**src/rtl/seg7_scan_mux.sv**
```systemverilog
// Four-digit 7-segment scan multiplexer. The displayed value is double-buffered and
// changes only at frame boundaries. A blanking gap separates digits, and leading zeros can be blanked.
module seg7_scan_mux #(
  parameter int SCAN_DIV     = 2500,
  parameter int BLANK_CYCLES = 16
) (
  input  logic        clk,
  input  logic        rst_n,
  input  logic        enable,
  input  logic [15:0] value_in,
  input  logic        load,
  input  logic        lz_blank_en,
  output logic [6:0]  seg_out,
  output logic [3:0]  dig_sel,
  output logic        frame_done
);

  localparam int MAX_PHASE = (SCAN_DIV > BLANK_CYCLES) ? SCAN_DIV : BLANK_CYCLES;
  localparam int CW        = $clog2(MAX_PHASE + 1);
  localparam logic [CW-1:0] SCAN_LAST  = CW'(SCAN_DIV - 1);
  localparam logic [CW-1:0] BLANK_LAST = CW'(BLANK_CYCLES - 1);

  typedef enum logic {
    PH_BLANK,
    PH_DRIVE
  } phase_e;

  phase_e        phase_q, phase_d;
  logic [CW-1:0] cnt_q, cnt_d;
  logic [1:0]    idx_q, idx_d;
  logic [15:0]   pending_q, pending_d;
  logic [15:0]   active_q, active_d;
  logic [6:0]    seg_q, seg_d;
  logic [3:0]    dig_q, dig_d;
  logic          frame_done_q, frame_done_d;
  logic          frame_end;

  function automatic logic [6:0] enc(input logic [3:0] nib);
    case (nib)
      4'h0: enc = 7'h3F;
      4'h1: enc = 7'h06;
      4'h2: enc = 7'h5B;
      4'h3: enc = 7'h4F;
      4'h4: enc = 7'h66;
      4'h5: enc = 7'h6D;
      4'h6: enc = 7'h7D;
      4'h7: enc = 7'h07;
      4'h8: enc = 7'h7F;
      4'h9: enc = 7'h6F;
      4'hA: enc = 7'h77;
      4'hB: enc = 7'h7C;
      4'hC: enc = 7'h39;
      4'hD: enc = 7'h5E;
      4'hE: enc = 7'h79;
      default: enc = 7'h71;
    endcase
  endfunction

  always_ff @(posedge clk) begin
    if (!rst_n) begin
      phase_q      <= PH_BLANK;
      cnt_q        <= '0;
      idx_q        <= '0;
      pending_q    <= '0;
      active_q     <= '0;
      seg_q        <= '0;
      dig_q        <= '0;
      frame_done_q <= 1'b0;
    end else begin
      phase_q      <= phase_d;
      cnt_q        <= cnt_d;
      idx_q        <= idx_d;
      pending_q    <= pending_d;
      active_q     <= active_d;
      seg_q        <= seg_d;
      dig_q        <= dig_d;
      frame_done_q <= frame_done_d;
    end
  end

  // A load coinciding with the frame boundary goes straight to active via pending_d.
  always_comb begin
    pending_d = load ? value_in : pending_q;
    active_d  = active_q;
    phase_d   = phase_q;
    cnt_d     = cnt_q;
    idx_d     = idx_q;
    frame_end = 1'b0;
    if (!enable) begin
      phase_d = PH_BLANK;
      cnt_d   = '0;
      idx_d   = '0;
    end else begin
      case (phase_q)
        PH_BLANK: begin
          if (cnt_q == BLANK_LAST) begin
            phase_d = PH_DRIVE;
            cnt_d   = '0;
          end else begin
            cnt_d = cnt_q + 1'b1;
          end
        end
        default: begin
          if (cnt_q == SCAN_LAST) begin
            phase_d = PH_BLANK;
            cnt_d   = '0;
            idx_d   = idx_q + 2'd1;
            if (idx_q == 2'd3) begin
              frame_end = 1'b1;
              active_d  = pending_d;
            end
          end else begin
            cnt_d = cnt_q + 1'b1;
          end
        end
      endcase
    end
  end

  // Outputs are computed from next state so they update on the edge that changes the phase.
  always_comb begin
    logic [3:0] nib;
    logic       lz_hit;
    seg_d        = '0;
    dig_d        = '0;
    frame_done_d = frame_end;
    nib          = '0;
    lz_hit       = 1'b0;
    case (idx_d)
      2'd0: nib = active_d[3:0];
      2'd1: nib = active_d[7:4];
      2'd2: nib = active_d[11:8];
      default: nib = active_d[15:12];
    endcase
    case (idx_d)
      2'd0: lz_hit = 1'b0;
      2'd1: lz_hit = (active_d[15:4] == '0);
      2'd2: lz_hit = (active_d[15:8] == '0);
      default: lz_hit = (active_d[15:12] == '0);
    endcase
    if (phase_d == PH_DRIVE) begin
      dig_d = 4'd1 << idx_d;
      seg_d = (lz_blank_en && lz_hit) ? 7'h00 : enc(nib);
    end
  end

  assign seg_out    = seg_q;
  assign dig_sel    = dig_q;
  assign frame_done = frame_done_q;

endmodule

```
**config.mk**
```make
export PLATFORM = sky130hd
export DESIGN_NAME = seg7_scan_mux
export DESIGN_NICKNAME = d
export VERILOG_FILES = /design/src/rtl/seg7_scan_mux.sv
export SDC_FILE = /design/constraint.sdc
export NUM_CORES = 1
export LEC_CHECK = 0
export CAP_MARGIN = 30
export CORE_MARGIN = 3
export CORE_UTILIZATION = 25
export DETAILED_ROUTE_END_ITERATION = 12
export HOLD_SLACK_MARGIN = 0.08
export SETUP_SLACK_MARGIN = 0.15
export SLEW_MARGIN = 20
export SYNTH_ARGS = -nofsm -noshare
export SYNTH_HDL_FRONTEND = slang
export SYNTH_SLANG_ARGS = --single-unit
```
**constraint.sdc**
```tcl
create_clock -name clk -period 3.8 [get_ports clk]
set_clock_uncertainty 0.05 [all_clocks]
set_input_delay 0.76 -clock clk [delete_from_list [all_inputs] [get_ports clk]]
set_output_delay 0.76 -clock clk [all_outputs]
set_load 0.05 [all_outputs]
```
---- Word-level counts from Yosys, hierarchy flattened ----
Memories as Yosys holds them, arrays and structs flattened. A register that Yosys moved wholly into a read port is not among the register bits.
Index checks and enable logic that the tools add are counted.
word-level totals
  register bits after elaboration ......... 52
  memory bits (read-only) ................. 112
  output and inout bits ................... 12
  word-level logic and storage cells ...... 45
  memories ................................ 1
memory list
  memory            words  width  read ports  clocked after memory_dff  wr ports  line  RTL
  (name not given)  16     7      1           1                         0         39    case (nib)
operators by class
  add/subtract/negate cells ............... 2
  equal/unequal tests ..................... 5
  shifts and indexed selects .............. 1
  mux-type cells .......................... 18
  bitwise gates (word level) .............. 2
  reductions and logical operators ........ 9
operators by type and width
  kind                   count
  $mux 16                5
  $mux 12                3
  $add 12x1->12 const B  1
  $eq 12x12->1 const B   1
  $eq 12x4->1 const B    1
  $logic_not 12->1       1
  $pmux 4 s3             1
  $logic_not 8->1        1
  $mux 2                 3
  $mux 1                 5
  $eq 2x2->1 const B     2
  $logic_not 4->1        1
  $reduce_and 2->1       2
  $reduce_and 4->1       1
  $shl 1x2->4 const A    1
  $pmux 1 s3             1
  $reduce_or 3->1        1
  $add 2x1->2 const B    1
  $eq 2x1->1 const B     1
  $logic_not 2->1        1
  $not 1->1              2
  $logic_and 1x1->1      1

---- Longest topological paths before layout ----
Gate-level depths: netlist of run 1.
  depth after elaboration ................. 9
  depth in mapped cells ................... 16

---- Worst setup path after synthesis of run 1 ----
OpenSTA, ideal clock, no wires.
  path type ............................... input-to-reg
  start point ............................. input load
  end point ............................... register seg_q[0], in the netlist seg_out[0]
  library setup time ...................... 106 ps
  arrival time ............................ 3313 ps
  required time ........................... 3644 ps
  path slack .............................. 331 ps
  stages .................................. 12
  buffers on the path ..................... 2
  cells stage by stage .................... buf_2 buf_2 mux2i_1 nor2_1 a21oi_1 o21ai_0 o21ai_0 inv_1 ha_1 or3_1 a211o_1 o311ai_0
between the ends
  word-level cells in the longest chain between the ends .. 9
  elaborated cells on any way between the ends .. 12
ends and longest elaborated chain
  item                                            line  RTL
  from (decl)                                     11    input logic load,
  $mux 16 (*)                                     83    pending_d = load ? value_in : pending_q;
  $mux 16 (*)                                     108   if (idx_q == 2'd3) begin
  $mux 16 (*)                                     104   if (cnt_q == SCAN_LAST) begin
  $mux 16 (*)                                     94    case (phase_q)
  $mux 16 (*)                                     89    if (!enable) begin
  $logic_not 12->1, or another cell as far along  137   2'd1: lz_hit = (active_d[15:4] == '0);
  $pmux 1 s3                                      135   case (idx_d)
  $logic_and 1x1->1                               143   seg_d = (lz_blank_en && lz_hit) ? 7'h00 : enc(nib);
  $reduce_or 3->1 (no source line)                n/a
  to (decl)                                       33    logic [6:0] seg_q, seg_d;
Every way passes the cells marked *; elsewhere a longest branch is shown, timed or not.
A chain may end at the register's enable or synchronous reset.

---- Worst setup path after layout of run 1 ----
  start point ............................. input enable
  end point ............................... register seg_q[0], in the netlist seg_out[0]
between the ends
  word-level cells in the longest chain between the ends .. 5
  elaborated cells on any way between the ends .. 14
ends and longest elaborated chain
  item                                            line  RTL
  from (decl)                                     9     input logic enable,
  $mux 16 / $mux 2 (equally long branches)        89
  $logic_not 12->1, or another cell as far along  137
  $pmux 1 s3                                      135
  $logic_and 1x1->1                               143
  $reduce_or 3->1 (no source line)                n/a
Parallel ways exist; a longest one is shown, timed or not.

==> flow_summary.toml, run 1 <==
[die]
start_util_pct = 26.3
pin_count = 33
coreArea_um2 = 11700
rows = 39
fp.dieW_um = 117
die_h_um = 117
die_area_um2 = 13700

[job]
drv_cap = 0

[finish]
syn_to_final_growth_pct = 30.6
multi_input_area_um2 = 1790
utilization_pct = 34.4
n_fill_cell = 1201
antenna_cells = 0
layout.nets = 421
seqCellArea_um2 = 1180
drive_above_1_share_pct = 13.6

[route]
wl_per_cell_um = 14.1
drt-pass1-iter-count = 4
routed-via-count = 2611
drtIter0Drc = 182
ant_nets = 0
totalWireLength_mm = 7.61
drc_errors = 0
post_drt_via_cell_ratio = 4.84

[synthesis]
yosys_warnings = 0
synthFlopType = "dfxtp_1"
synth_top_family_by_area = "simple AND/OR/NAND/NOR gates"
synth-async-reset-ratio_pct = 0
synth_xor_area_share_pct = 4.83
netlist_area_um2 = 3080
synthCells = 342
ys_types = 52
yosysSeqAreaShare_pct = 38.3
synth-simple-area-share_pct = 20.9
synth.net_count = 372
synth.area.mux_share_pct = 13.7
synth_adder_area_share_pct = 3.65
synth_edf_count = 0
synth-compound-area-share_pct = 14.8
synth_seq_cells = 59
avgSynthCellArea_um2 = 9.01

[grt]
grt_pass1_vias = 2554
met2_usage_pct = 17.9
grt_overflow_total = 0
grt_usage_pct = 12.0
grt.busiest_layer = "met2"
grt_util_met1_pct = 16.3
grt_use_met3_pct = 3.50
grt_pass1_wl_mm = 12.7
grt_max_degree = 31
antenna_found_initial = 0

[placed_design]
place.gp.congestion = 0.892
io_buffers = 32
hpwl_mm = 5.83

[timing]
tightest_slew_ps = 592
final.min_clock_period_ps = 3440
hold_viol = 0
finalSetupTns_ps = 0
relSlewSlack_pct = 59.4
setup_viol = 0
holdWs_ps = 402
fmax_mhz = 291
finalMaxSlewViolations = 0
grt_setup_unrepaired = "no"
fin_crit_sh_pct = 90.4

[run_status]
outcome = "completed"

[cts]
cts.sinks = 59
cts_tree = "done"
cts_buffer_depth = 2
cts.clk_slew.worst_paths_ps = 60
cts_hold_buf = 0
cts-root-buf = "clkbuf_16"
clock_latency_ps = 330
cts_max_level = 3
numCtsBuffers = 9

[power_and_ir_drop]
ir_worst_vdd_mv = 0.258
cellPowerDensity_nw_per_um2 = 412
p_leak_nw = 1.63
power_mw = 1.66

[min_path]
hold_path.class = "flip-flop to flip-flop"

[worst_setup_path]
path_max_fanout = 9
crit_arrival_ps = 3590
critical_path_required_ps = 3950
worstSetupPathType = "input pin to flip-flop"
worstSetupEndpointType = "flip-flop"
cp-start-kind = "input pin"
[final timing paths]
path	startpoint	endpoint	slack (ps)	cells past startpoint
max reg2reg	cnt_q[4]	seg_out[0]	460	10
min reg2reg	cnt_q[0]	cnt_q[0]	400	1
max	enable	seg_out[0]	360	12
min	cnt_q[0]	cnt_q[0]	400	1
[layout by cell type, fill, tap and decap left out, types with 2 or more instances in the layout]
cell             count
dfxtp_1             59
nor2_1              56
mux2i_1             32
clkdlybuf4s50_1     32
nand2_1             25
buf_4               21
a211oi_1            11
nand3_1             11
a21oi_1             10
o21ai_0              9
xor2_1               9
ha_1                 9
clkbuf_16            9
and3_1               8
nor3_1               8
xnor2_1              8
nand4_1              6
inv_1                6
a211o_1              6
and2_1               4
o31ai_1              4
mux2_4               3
o211ai_1             3
nand3b_1             3
or3_1                3
bufinv_16            3
or2_2                2
nor4_1               2
o221a_1              2
mux2_1               2
a221oi_1             2
clkinv_2             2
[cell usage after synthesis (2+ instances only)]
cell type | instances | area share (%)
or2_2 | 2 | 0.41
mux2_4 | 3 | 1.5
a21oi_1 | 10 | 1.6
xor2_1 | 9 | 2.6
a221oi_1 | 2 | 0.57
clkbuf_1 | 7 | 0.85
nand3b_1 | 3 | 0.73
mux2i_1 | 32 | 10
buf_6 | 3 | 1.1
xnor2_1 | 8 | 2.3
and3_1 | 8 | 1.6
o211ai_1 | 3 | 0.73
a211o_1 | 6 | 1.7
and2_1 | 4 | 0.81
dfxtp_1 | 59 | 38
o221a_1 | 2 | 0.73
o21ai_0 | 10 | 1.6
nand2_1 | 25 | 3.0
a31oi_1 | 2 | 0.41
a211oi_1 | 11 | 2.7
or3_1 | 3 | 0.61
nor3_1 | 8 | 1.3
inv_1 | 6 | 0.73
ha_1 | 9 | 3.7
o31ai_1 | 4 | 0.97
mux2_1 | 2 | 0.73
nor4_1 | 2 | 0.41
nand3_1 | 11 | 1.8
buf_2 | 5 | 0.81
nand4_1 | 6 | 1.2
nor2_1 | 56 | 6.8
[routing by layer]
layer,routed length (um),vias up
li1,-,1327
met1,3800,1220
met2,3290,53
met3,386,11
met4,129,0
met5,0,-
[power breakdown]
part	leakage (nW)	internal, mW	total, mW	switching (mW)
clock	0.165	0.638	0.926	0.288
sequential	0.479	0.630	0.634	0.00364
combinational	0.981	0.0496	0.0995	0.0499
[worst max-delay path: stages]
cell	delay (ps)
clkdlybuf4s50_1	510
and3_1	170
nand4_1	240
buf_4	260
a21oi_1	200
nor2_1	60
a211oi_1	290
a31oi_2	110
ha_1	240
or3_1	380
a211o_1	260
o311ai_0	100
[flip-flops by register name, indices dropped and copies added, names as in the netlist]
| register | flops |
|---|---|
| cnt_q | 12 |
| pending_q | 16 |
| seg_out | 7 |
| idx_q | 2 |
| frame_done | 1 |
| dig_sel | 4 |
| phase_q | 1 |
| active_q | 16 |
[what timing repair did]
item	in CTS	in global routing
setup buffers	0	0
setup endpoints to repair	0	2
gates resized for setup	0	2
[kinds of logic (layout without fill, tap and decap cells)]
group / Yosys count / in the layout
AOI/OAI and AO/OA: 61 / 61
xor gates and xnor gates: 17 / 17
adders and majority gates: 9 / 9
buffers and inverters: 23 / 77
DFF: 59 / 59
muxes: 39 / 39
and+or+nand+nor: 134 / 134
[area by class of cell]
cell class              instances  area share (%)
well taps                     143            4.44
inverters                       6           0.559
repair buffers                 55            12.7
clock inverters                 7            2.89
clock buffers                   9            5.59
flip-flops and latches         59            29.3
multi-input cells             260            44.4
[per-stage QoR]
step | setup WS [ps] | instances | area (um2)
global placement | 138 | 522 | 3660
detailed placement | 9.06 | 522 | 3660
finish | 363 | 539 | 4030
global route | 153 | 539 | 4030
floorplan | 331 | 342 | 3080
CTS | 331 | 538 | 4010
Power figures use the tool's default switching activity.
==> run 2: changes to the inputs <==
--- a/config.mk
+++ b/config.mk
@@ -9,8 +9,10 @@
 export CORE_MARGIN = 3
 export CORE_UTILIZATION = 25
 export DETAILED_ROUTE_END_ITERATION = 12
+export GPL_TIMING_DRIVEN = 0
 export HOLD_SLACK_MARGIN = 0.08
 export SETUP_SLACK_MARGIN = 0.15
+export SKIP_LAST_GASP = 1
 export SLEW_MARGIN = 20
 export SYNTH_ARGS = -nofsm -noshare
 export SYNTH_HDL_FRONTEND = slang
==> run 2 against run 1 <==
  * Final cell count fell by 0.93%
  * First-iteration DRC count fell by 9.3%
  * Core utilization fell by 0.76 points
  * Highest routed layer unchanged
==> flow_summary.toml, run 2 (same netlist as run 1, synthesis figures left out) <==
[grt]
grt_overflow_total = 0
grt_max_degree = 11
grt_usage_pct = 12.4
grt_pass1_wl_mm = 13.1
grt_pass1_vias = 2555
antenna_found_initial = 0

[worst_setup_path]
cp-start-kind = "flip-flop"
critPathTopFamily = "simple AND/OR/NAND/NOR gates"
critical_path_required_ps = 3970
cpMostUsedCell = "buf_6"
path_max_fanout = 10
cp_num_buf_inv = 4
worst_path_largest_cell_delay_ps = 390
worstSetupPathType = "flip-flop to flip-flop"
reg2reg_from = "cnt_q[0]"
slowest_stage = "or3_1"
r2r_slack_ps = 350
crit_arrival_ps = 3620
reg2reg_to = "seg_out[0]"
worstSetupEndpointType = "flip-flop"
crit_chain = "ha_1 -> and4_1 -> and3_1 -> buf_6 -> mux2_4 -> buf_6 -> buf_6 -> buf_2 -> nor2_1 -> a211oi_2 -> a31oi_4 -> ha_2 -> or3_1 -> a211o_1 -> o311ai_0"
reg2reg_depth = 15

[route]
routed-via-count = 2653
wl_per_cell_um = 14.7
drt-pass1-iter-count = 4
drtIter0Drc = 165
totalWireLength_mm = 7.88
post_drt_via_cell_ratio = 4.97
drc_errors = 0
ant_nets = 0

[power_and_ir_drop]
pwr-share-clk_pct = 51.8
combPwrFrac_pct = 6.0
ir_worst_vdd_mv = 0.190
pwr-share-seq_pct = 42.2
internal-power_mw = 1.17
power_switching_share_pct = 22.2
power.switching_uw = 334
power_mw = 1.50
p_leak_nw = 1.57
cellPowerDensity_nw_per_um2 = 382

[timing]
hold_viol = 0
tightest_slew_ps = 666
final.min_clock_period_ps = 3450
setup_viol = 0
finalMaxSlewViolations = 0
finalSetupTns_ps = 0
grt_setup_unrepaired = "no"
fmax_mhz = 290
holdWs_ps = 396
fin_crit_sh_pct = 90.8
relSlewSlack_pct = 54.4

[finish]
utilization_pct = 33.6
layout_common_cells = "dfxtp_1, nor2_1, mux2i_1, clkdlybuf4s50_1, nand2_1"
largestRegisters = "active_q: 16 flops, pending_q: 16 flops, cnt_q: 12 flops"
final_cells = 534
antenna_cells = 0
drive_above_1_share_pct = 12.5
layout.nets = 417
layout_commonest_cell = "dfxtp_1"
syn_to_final_growth_pct = 27.7

[die]
pin_count = 33
coreArea_um2 = 11700
rows = 39
fp.dieW_um = 117
die_h_um = 117
start_util_pct = 26.3
die_area_um2 = 13700

[placed_design]
hpwl_mm = 5.78
dpl.cell_count = 517
io_buffers = 32
place.gp.congestion = 0.815

[cts]
cts.sinks = 59
cts-root-buf = "clkbuf_16"
numCtsBuffers = 9
cts_hold_buf = 0
cts_buffer_depth = 2
cts_max_level = 3
cts.clk_slew.worst_paths_ps = 60
cts_tree = "done"
clock_latency_ps = 330

[job]
drv_cap = 0

[min_path]
hold_path.class = "flip-flop to flip-flop"
hold_start = "cnt_q[0]"
whs_endpoint = "cnt_q[0]"
hold_depth = 1

[run_status]
outcome = "completed"
-- run 2: changes by cell type in the layout (fill, tap and decap cells not counted), sizes merged --
cell	previous run	this run
dlymetal6s2s	0	1
buf	23	14
clkbuf	9	14
bufinv	3	1
clkinv	3	4
clkdlybuf4s50	32	31
-- run 2: what timing repair did --
action,4_1_cts,5_1_grt
setup endpoints to repair,7,3
buffers inserted,1,1
endpoints found under the hold margin,0,0
resized for setup,10,11
pin swaps,1,3
-- run 2: worst max path at each step --
stage                         from    endpoint  slack (ps)  cells past startpoint
after floorplan               load  seg_out[0]         330                     12
after global placement        load  seg_out[0]        -870                     13
after detailed placement      load  seg_out[0]        -960                     13
after CTS                   enable  seg_out[0]         170                     12
after global routing          load  seg_out[0]         160                     13
final                     cnt_q[0]  seg_out[0]         350                     15
-- run 2: power by group through the flow --
stage	Sequential [mW]	Combinational (mW)	Clock (mW)
6_report	0.634	0.0896	0.779
5_1_grt	0.635	0.0994	0.832
4_1_cts	0.634	0.0901	0.803
3_5_place_dp	0.647	0.0887	0
3_3_place_gp	0.646	0.0871	0
2_1_floorplan	0.646	0.0496	0
-- run 2: cell type report --
type                            count  area, um2
Fill cell                        1220       7770
Multi-Input combinational cell    260       1820
Sequential cell                    59       1180
Timing Repair Buffer               34        338
Clock buffer                        9        225
Tap cell                          143        179
Buffer                             17        116
Clock inverter                      6       57.6
Inverter                            6       22.5
-- run 2: routing by layer --
| layer | wire length (um) | global-route usage [%] | part of all wire (%) | vias up |
|---|---|---|---|---|
| met5 | 0 | 0 | 0 | - |
| met4 | 146 | 4.66 | 1.9 | 0 |
| met3 | 473 | 3.91 | 6.0 | 13 |
| met2 | 3500 | 18.6 | 44 | 67 |
| met1 | 3750 | 16.9 | 48 | 1249 |
| li1 | - | - | - | 1324 |
-- run 2: through the flow --
stage | cell area, um2 | setup slack [ps]
after floorplan | 3080 | 331
after global placement | 3580 | -867
after detailed placement | 3580 | -956
after CTS | 3910 | 173
after global routing | 3940 | 160
final | 3940 | 349
